<file path="src/rtl/pic_ack_sequencer.sv">
// Interrupt acknowledge sequencer for the 8259-style block: raises INT under fully-nested
// masking, runs the two-pulse INTA handshake, drives the vector and owns the in-service register.
module pic_ack_sequencer #(
   parameter logic [4:0] RESET_BASE = 5'b00001
) (
   input  logic       clk,
   input  logic       rst_n,
   input  logic       int_req,
   input  logic [7:0] chosen_interrupt,
   input  logic       inta_n,
   input  logic [4:0] vector_base,
   input  logic       aeoi,
   input  logic       eoi_valid,
   input  logic       eoi_specific,
   input  logic [2:0] eoi_level,
   output logic       int_out,
   output logic [7:0] isr,
   output logic [7:0] clear_irr,
   output logic [7:0] data_out,
   output logic       data_oe,
   output logic       busy
);

   localparam int unsigned NUM_IRQ = 8;
   localparam int unsigned LVL_W   = 3;

   typedef enum logic [1:0] {IDLE, ACK1, GAP, ACK2} state_t;

   // The base normally comes from vector_base; the parameter only documents the power-up assumption.
   if (RESET_BASE == 5'd0) begin : g_zero_base_hint
   end

   state_t             state;
   logic               inta_prev;
   logic [LVL_W-1:0]   level;
   logic               spurious;

   logic               fall;
   logic               rise;
   logic [LVL_W-1:0]   sel;
   logic [LVL_W-1:0]   top;
   logic               sel_valid;
   logic               eligible;
   logic               ack_start;
   logic [NUM_IRQ-1:0] isr_set;
   logic [NUM_IRQ-1:0] isr_clr;

   function automatic logic [LVL_W-1:0] lowest_idx(input logic [NUM_IRQ-1:0] v);
      lowest_idx = '0;
      for (int i = NUM_IRQ - 1; i >= 0; i--) begin
         if (v[i]) lowest_idx = LVL_W'(i);
      end
   endfunction

   // Edge detect, priority compare and in-service set/clear masks
   always_comb begin
      fall      = inta_prev & ~inta_n;
      rise      = ~inta_prev & inta_n;
      sel       = lowest_idx(chosen_interrupt);
      sel_valid = |chosen_interrupt;
      top       = lowest_idx(isr);
      eligible  = int_req & sel_valid & ((isr == 8'd0) | (sel < top));
      ack_start = (state == IDLE) & fall & int_out;
      isr_set   = '0;
      isr_clr   = '0;
      if (ack_start && sel_valid) isr_set[sel] = 1'b1;
      if ((state == ACK2) && rise && aeoi && !spurious) isr_clr[level] = 1'b1;
      if (eoi_valid) begin
         if (eoi_specific)       isr_clr[eoi_level] = 1'b1;
         else if (isr != 8'd0)   isr_clr[top]       = 1'b1;
      end
   end

   // Handshake FSM with registered outputs; a set beats a simultaneous clear of the same bit
   always_ff @(posedge clk or negedge rst_n) begin
      if (!rst_n) begin
         state     <= IDLE;
         inta_prev <= 1'b1;
         level     <= '0;
         spurious  <= 1'b0;
         isr       <= '0;
         clear_irr <= '0;
         int_out   <= 1'b0;
         data_oe   <= 1'b0;
         busy      <= 1'b0;
      end else begin
         inta_prev <= inta_n;
         isr       <= (isr & ~isr_clr) | isr_set;
         clear_irr <= isr_set;
         int_out   <= (state == IDLE) & ~ack_start & eligible;
         case (state)
            IDLE: if (ack_start) begin
               state    <= ACK1;
               level    <= sel_valid ? sel : 3'd7;
               spurious <= ~sel_valid;
               busy     <= 1'b1;
            end
            ACK1: if (rise) state <= GAP;
            GAP: if (fall) begin
               state   <= ACK2;
               data_oe <= 1'b1;
            end
            ACK2: if (rise) begin
               state   <= IDLE;
               data_oe <= 1'b0;
               busy    <= 1'b0;
            end
            default: state <= IDLE;
         endcase
      end
   end

   // Vector base is taken live while the bus is driven
   assign data_out = data_oe ? {vector_base, level} : 8'd0;

endmodule

</file>
<file path="config.mk">
export PLATFORM = sky130hd
export DESIGN_NAME = pic_ack_sequencer
export DESIGN_NICKNAME = d
export VERILOG_FILES = /design/src/rtl/pic_ack_sequencer.sv
export SDC_FILE = /design/constraint.sdc
export NUM_CORES = 1
export LEC_CHECK = 0
export ABC_AREA = 1
export ABC_CLOCK_PERIOD_IN_PS = 2400
export BUFFER_PORTS_ARGS = -buffer_cell sky130_fd_sc_hd__clkbuf_2
export CAP_MARGIN = 40
export CORE_ASPECT_RATIO = 2
export CORE_MARGIN = 2
export CORE_UTILIZATION = 25
export DETAILED_ROUTE_END_ITERATION = 16
export SYNTH_ARGS = -nofsm -noshare
export SYNTH_HDL_FRONTEND = slang
export SYNTH_SLANG_ARGS = --single-unit
</file>
<file path="constraint.sdc">
create_clock -name clk -period 2.4 [get_ports clk]
set_input_delay 0.24 -clock clk [delete_from_list [all_inputs] [get_ports clk]]
set_output_delay 0.24 -clock clk [all_outputs]
set_load 0.1 [all_outputs]
</file>
==> reports/qor.yml, run 1 <==
setup_viol_count_final: 0
power.leakage_nw: 1.22
firstDrtPassIters: 4
hold_violations: 25
period_share_pct: 69.3
finalPower_w: 0.00179
cts_htree_levels: 1
synthesis.instances: 229
crit_arrival_ps: 1850
outcome: "finished with violations"
initial_core_utilization_pct: 25.8
cp.required_ps: 2590
clock_latency_of_the_later_clocked_register_in_the_worst_skew_pair_ps: 260
drt_drc_violations_left: 0
synthArstFlopShare_pct: 100
cts_tree: "done"
cap_viol_max_count: 0
max_stage_delay_ps: 400
grt_most_used_layer: "met2"
crit_path_top_delay_cell: "sky130_fd_sc_hd__dfrtp_1"
crit_chain: "nor2_1, inv_1, o31ai_1, ha_1, a21oi_1, nand2_1, a21oi_1"
area_growth_pct: 25.6
synth_flop_cell: "sky130_fd_sc_hd__dfrtp_1"
design.core.area_um2: 6570
drtIter0Drc: 43
critPathCaptureType: "flip-flop"
rsz0062_at_grt: "false"
path_buf_inv: 1
finalWorstPathRequiredPeriod_ps: 1660
min-delay-path-class: "input port to async pin"
violations: "hold timing"
finalHoldWorstSlack_ps: -13.2
netlist.area_leader.share_pct: 37.0
globalRouteMet2Util_pct: 24.0
post_cts.resized_instances: 0
rows: 42
grt.met3_usage_pct: 1.21
portBuffers: 49
antenna_found_initial: 0
globalplace.congestion: 0.831
post_synth_main_area_contributors: "sky130_fd_sc_hd__dfrtp_1 37%, sky130_fd_sc_hd__nand2_1 12%, sky130_fd_sc_hd__inv_1 9.5%, sky130_fd_sc_hd__ha_1 4.4%, sky130_fd_sc_hd__nor2_1 4.2%"
routed_wl_mm: 4.32
total_of_flip_flops_plus_latches_after_synthesis: 26
io_pins: 50
count_of_flip_flops_with_a_built_in_enable_after_synthesis: 0
clock-root-buffer: "sky130_fd_sc_hd__clkbuf_16"
finalInstanceArea_um2: 2120
netlist_area_um2: 1690
slew_headroom_pct: 57.9
route.detailed.wl_per_inst_um: 11.8
die_h_um: 120
path_max_fanout: 4
route.detailed.vias_per_inst: 4.37
vdd_drop_max_v: 0.000322
ys_types: 33
syn_area_per_cell_um2: 7.39
globalRouteOverflowTotal: 0
powerDensity_nw_per_um2: 843
grt_use_total_pct: 12.4
fin_setup_tns_ps: 0
timing.fmax_mhz: 601
grt_pass1_vias: 1647
insertedDiodeCount: 0
cts_num_sinks: 26
first_pass_grt_wire_length_mm: 7.23
critPathTopFamily: "compound AO/OA/AOI/OAI gates"
final_max_slew_viol_count: 0
die_area_um2: 7480
synth_sequential_area_ratio_pct: 38.5
cts.path.max_buffers: 2
startpoint_type: "flip-flop"
timing_worst_setup_path_type: "flip-flop to flip-flop"
worst_clock_skew_ps: 2.55
floorplan.die.width_um: 62.2
largest_net_degree_at_the_start_of_global_routing: 27
post-cts-setup-buffers: 0
synth_largest_area_cell: "sky130_fd_sc_hd__dfrtp_1"
dp_hpwl_mm: 3.71
num_vias: 1603
gr-usage-met1_pct: 11.2
synth-warning-count: 0
max_slew.worst_pin.slew_ps: 631
nets: 309
worst_setup_hold_path_clk_slew_ps: 60
crit_top_cell: "sky130_fd_sc_hd__a21oi_1"
ant_nets: 0
placement.cell_area_um2: 2040
ctsHoldBuffers: 0
postSynthNetCount: 258
num_cts_buffers: 3
fraction_of_layout_cells_with_a_size_suffix_above_1_pct: 28.3
path summary, 6_finish.rpt:
| path | startpoint | to | slack (ps) | cells after the start |
|---|---|---|---|---|
| max | isr[4] | int_out | 740 | 7 |
| min | rst_n | busy | -10 | 1 |
| max reg2reg | isr[4] | int_out | 740 | 7 |
| min reg2reg | spurious | spurious | 540 | 2 |
| max in group asynchronous | rst_n | isr[3] | 2000 | 1 |
| min in group clk | inta_n | inta_prev | 130 | 1 |
layer usage:
| metal | vias to the layer above | part of all wire [%] |
|---|---|---|
| li1 | 824 | - |
| met1 | 722 | 34 |
| met5 | - | 0 |
| met4 | 0 | 5.9 |
| met3 | 15 | 3.4 |
| met2 | 42 | 57 |
sequential cells by signal (all words and copies together), names as in the netlist:
register	flops
spurious	1
state	2
level	3
int_out	1
busy	1
isr	8
inta_prev	1
data_oe	1
clear_irr	8
where the power goes:
part           total [W]  switching (W)  internal [W]
sequential      0.000586      0.0000836      0.000502
clock           0.000397       0.000142      0.000255
combinational   0.000807       0.000644      0.000163
total            0.00179       0.000870      0.000920
cell usage after synthesis (3+ instances only):
| library cell | count |
|---|---|
| sky130_fd_sc_hd__clkbuf_1 | 3 |
| sky130_fd_sc_hd__nand4_1 | 4 |
| sky130_fd_sc_hd__nand3_1 | 10 |
| sky130_fd_sc_hd__nor3_1 | 3 |
| sky130_fd_sc_hd__nor2_1 | 19 |
| sky130_fd_sc_hd__o21ai_0 | 5 |
| sky130_fd_sc_hd__nand2_2 | 5 |
| sky130_fd_sc_hd__nor2_4 | 6 |
| sky130_fd_sc_hd__inv_1 | 43 |
| sky130_fd_sc_hd__o21ai_1 | 5 |
| sky130_fd_sc_hd__a21oi_1 | 10 |
| sky130_fd_sc_hd__inv_2 | 6 |
| sky130_fd_sc_hd__dfrtp_1 | 25 |
| sky130_fd_sc_hd__nand2_1 | 56 |
| sky130_fd_sc_hd__ha_1 | 6 |
worst reg2reg max path, cell delays in order (launching register included):
cell and delay (ps):
sky130_fd_sc_hd__dfrtp_1 400, sky130_fd_sc_hd__nor2_1 210, sky130_fd_sc_hd__inv_1 80, sky130_fd_sc_hd__o31ai_1 240
sky130_fd_sc_hd__ha_1 300, sky130_fd_sc_hd__a21oi_1 160, sky130_fd_sc_hd__nand2_1 70, sky130_fd_sc_hd__a21oi_1 110
layout make-up:
| cell class | count | area (um2) |
|---|---|---|
| fill | 708 | 4440 |
| multi-input combinational | 151 | 845 |
| sequential | 26 | 652 |
| timing repair buffer | 49 | 245 |
| inverter | 49 | 184 |
| tap | 88 | 110 |
| clock buffer | 4 | 88.8 |
logic make-up (layout without fill, tap and decap cells):
| logic type | Yosys count | in the layout | share of synthesized area [%] |
|---|---|---|---|
| AOI/OAI and AO/OA | 33 | 33 | 11.8 |
| adders and majority gates | 6 | 6 | 4.44 |
| buffers and inverters | 52 | 102 | 11.5 |
| DFF | 26 | 26 | 38.5 |
| and+or+nand+nor | 112 | 112 | 33.7 |
metrics by stage:
stage | cells | worst slack [ps] | utilization [%]
after floorplan | 229 | 280 | -
after global placement | 363 | 782 | 31.0
after detailed placement | 363 | 752 | 31.0
after CTS | 367 | 717 | 32.3
after global routing | 367 | 584 | 32.3
final | 367 | 736 | 32.3
cells in the final DEF, fill, tap and decap left out, types with 5 or more instances in the layout:
cell type,count
sky130_fd_sc_hd__clkbuf_2,49
sky130_fd_sc_hd__nand2_1,56
sky130_fd_sc_hd__nand3_1,10
sky130_fd_sc_hd__nand2_2,5
sky130_fd_sc_hd__nor2_4,6
sky130_fd_sc_hd__o21ai_0,5
sky130_fd_sc_hd__o21ai_1,5
sky130_fd_sc_hd__inv_2,6
sky130_fd_sc_hd__dfrtp_1,25
sky130_fd_sc_hd__ha_1,6
sky130_fd_sc_hd__a21oi_1,10
sky130_fd_sc_hd__inv_1,43
sky130_fd_sc_hd__nor2_1,19
Power figures use the tool's default switching activity.
==> run 2, diff against run 1 <==
--- a/config.mk
+++ b/config.mk
@@ -6,7 +6,7 @@
 export NUM_CORES = 1
 export LEC_CHECK = 0
 export ABC_AREA = 1
-export ABC_CLOCK_PERIOD_IN_PS = 2400
+export ABC_CLOCK_PERIOD_IN_PS = 1520
 export BUFFER_PORTS_ARGS = -buffer_cell sky130_fd_sc_hd__clkbuf_2
 export CAP_MARGIN = 40
 export CORE_ASPECT_RATIO = 2
==> constraint.sdc (replaced) <==
create_clock -name clk -period 1.52 [get_ports clk]
set_input_delay 0.152 -clock clk [delete_from_list [all_inputs] [get_ports clk]]
set_output_delay 0.152 -clock clk [all_outputs]
set_load 0.1 [all_outputs]
==> run 2 against run 1 <==
  * The run ends with setup timing left
  * Count of clock-buffer cells in the layout stayed put
  * Clock skew grew 0.78 ps
  * Final area up 16%
  * Largest power group unchanged
  * Highest routed layer unchanged
==> reports/qor.yml, run 2 (same netlist as run 1, synthesis figures left out) <==
power.leakage_nw: 1.22
max_slew.worst_pin.slew_ps: 661
cp.required_ps: 1710
dpl.cell_count: 375
insertedDiodeCount: 0
globalplace.congestion: 0.849
r2r-start: "isr[5]"
clock-root-buffer: "sky130_fd_sc_hd__clkbuf_16"
area_growth_pct: 46.0
crit_top_cell: "sky130_fd_sc_hd__nand2_1"
finalPower_w: 0.00315
launch_instance_of_the_worst_min_delay_path: "inta_n"
whs_path_depth: 1
globalRouteOverflowTotal: 0
finalInstanceArea_um2: 2470
clock_latency_of_the_later_clocked_register_in_the_worst_skew_pair_ps: 260
vdd_drop_max_v: 0.000448
timing.fmax_mhz: 639
setup_slack_ps: -45.4
die_area_um2: 7480
period_share_pct: 103
routed_wl_mm: 4.64
finalWorstPathRequiredPeriod_ps: 1570
worst_clock_skew_ps: 3.33
critPathCaptureType: "flip-flop"
io_pins: 50
rsz0062_at_grt: "true"
path_buf_inv: 2
worst_hold_path.endpoint: "inta_prev"
path_max_fanout: 3
hold_violations: 0
final_cell_mix: "54 x sky130_fd_sc_hd__nand2_1, 40 x sky130_fd_sc_hd__clkbuf_2, 34 x sky130_fd_sc_hd__inv_1"
cts_htree_levels: 1
cts_tree: "done"
outcome: "finished with violations"
max_stage_delay_ps: 490
worst_setup_hold_path_clk_slew_ps: 60
setup_viol_count_final: 1
grt_use_total_pct: 12.7
mostFrequentLayoutCell: "sky130_fd_sc_hd__nand2_1"
nets: 325
crit_chain: "nor2_4, inv_2, o31ai_2, ha_1, nand2_1, inv_1, nand2_1, nand2_1, a21oi_2"
crit_path_top_delay_cell: "sky130_fd_sc_hd__dfrtp_4"
drt_drc_violations_left: 0
drtIter0Drc: 24
violations: "setup timing"
portBuffers: 49
num_cts_buffers: 3
slew_headroom_pct: 55.9
cap_viol_max_count: 0
firstDrtPassIters: 4
die_h_um: 120
placement.cell_area_um2: 2270
design.core.area_um2: 6570
powerDensity_nw_per_um2: 1280
biggestRegsByFlops: "clear_irr: 8 flops, isr: 8 flops, level: 3 flops"
first_pass_grt_wire_length_mm: 7.45
critPathTopFamily: "flip-flops"
worstReg2RegEnd: "int_out"
final_util_pct: 37.6
cts_num_sinks: 26
setup.reg_to_reg.worst_slack_ps: -50
initial_core_utilization_pct: 25.8
min-delay-path-class: "input port to flip-flop"
final_max_slew_viol_count: 0
route.detailed.wl_per_inst_um: 12.1
antenna_found_initial: 0
ant_nets: 0
fraction_of_layout_cells_with_a_size_suffix_above_1_pct: 43.1
r2r_cells: 9
cts.path.max_buffers: 2
timing_worst_setup_path_type: "flip-flop to flip-flop"
final_cells: 383
startpoint_type: "flip-flop"
crit_arrival_ps: 1750
floorplan.die.width_um: 62.2
rows: 42
num_vias: 1704
dp_hpwl_mm: 3.85
grt_pass1_vias: 1688
route.detailed.vias_per_inst: 4.45
largest_net_degree_at_the_start_of_global_routing: 27
==> run 2: changes by cell type in the layout (fill, tap and decap cells not counted), moves of 3 or more <==
cell                         delta
sky130_fd_sc_hd__buf_12         +6
sky130_fd_sc_hd__buf_4         +16
sky130_fd_sc_hd__clkbuf_2       -9
sky130_fd_sc_hd__clkinvlp_4     +8
sky130_fd_sc_hd__dfrtp_1       -10
sky130_fd_sc_hd__dfrtp_2        +7
sky130_fd_sc_hd__dfrtp_4        +3
sky130_fd_sc_hd__ha_1           -3
sky130_fd_sc_hd__inv_1          -9
sky130_fd_sc_hd__nor2_1         -4
==> run 2: layout make-up <==
cell class              count  area [um2]
clock buffers               4        78.8
repair buffers             65         465
well taps                  88         110
fillers                   687        4100
flip-flops and latches     26         672
multi-input cells         151         927
inverters                  49         216
==> run 2: layer usage <==
layer / global-route usage (%) / share of wire, %
met5: 0 / 0
met4: 8.33 / 3.9
met3: 1.21 / 3.3
met2: 25.7 / 59
met1: 11.7 / 34
==> run 2: worst max path at each step <==
stage / startpoint / to / slack (ps) / cells after the start
finish: isr[5] / int_out / -50 / 9
global route: isr[5] / int_out / -130 / 10
CTS: isr[5] / int_out / -40 / 9
detailed placement: isr[4] / int_out / -40 / 10
global placement: isr[4] / int_out / 5 / 7
floorplan: isr[0] / int_out / -170 / 8
==> run 2: what timing repair did <==
action,4_1_cts,5_1_grt
resized for setup,9,14
hold endpoints to repair,25,0
buffers inserted,1,2
setup endpoints to repair,3,13
hold buffers,1,0
pin swaps,4,5
==> run 2: per-stage QoR <==
step | TNS [ps] | hold WS, ps | setup WS [ps]
finish | -45.4 | 39.0 | -45.4
global route | -242 | 45.1 | -134
CTS | -40.9 | 37.1 | -40.9
detailed placement | -44.0 | 213 | -44.0
global placement | 0 | 210 | 4.54
floorplan | -168 | -144 | -168
==> run 2: where the power goes <==
group | switching [W] | internal (W)
clock | 0.000227 | 0.000359
sequential | 0.000144 | 0.000803
combinational | 0.00113 | 0.000490
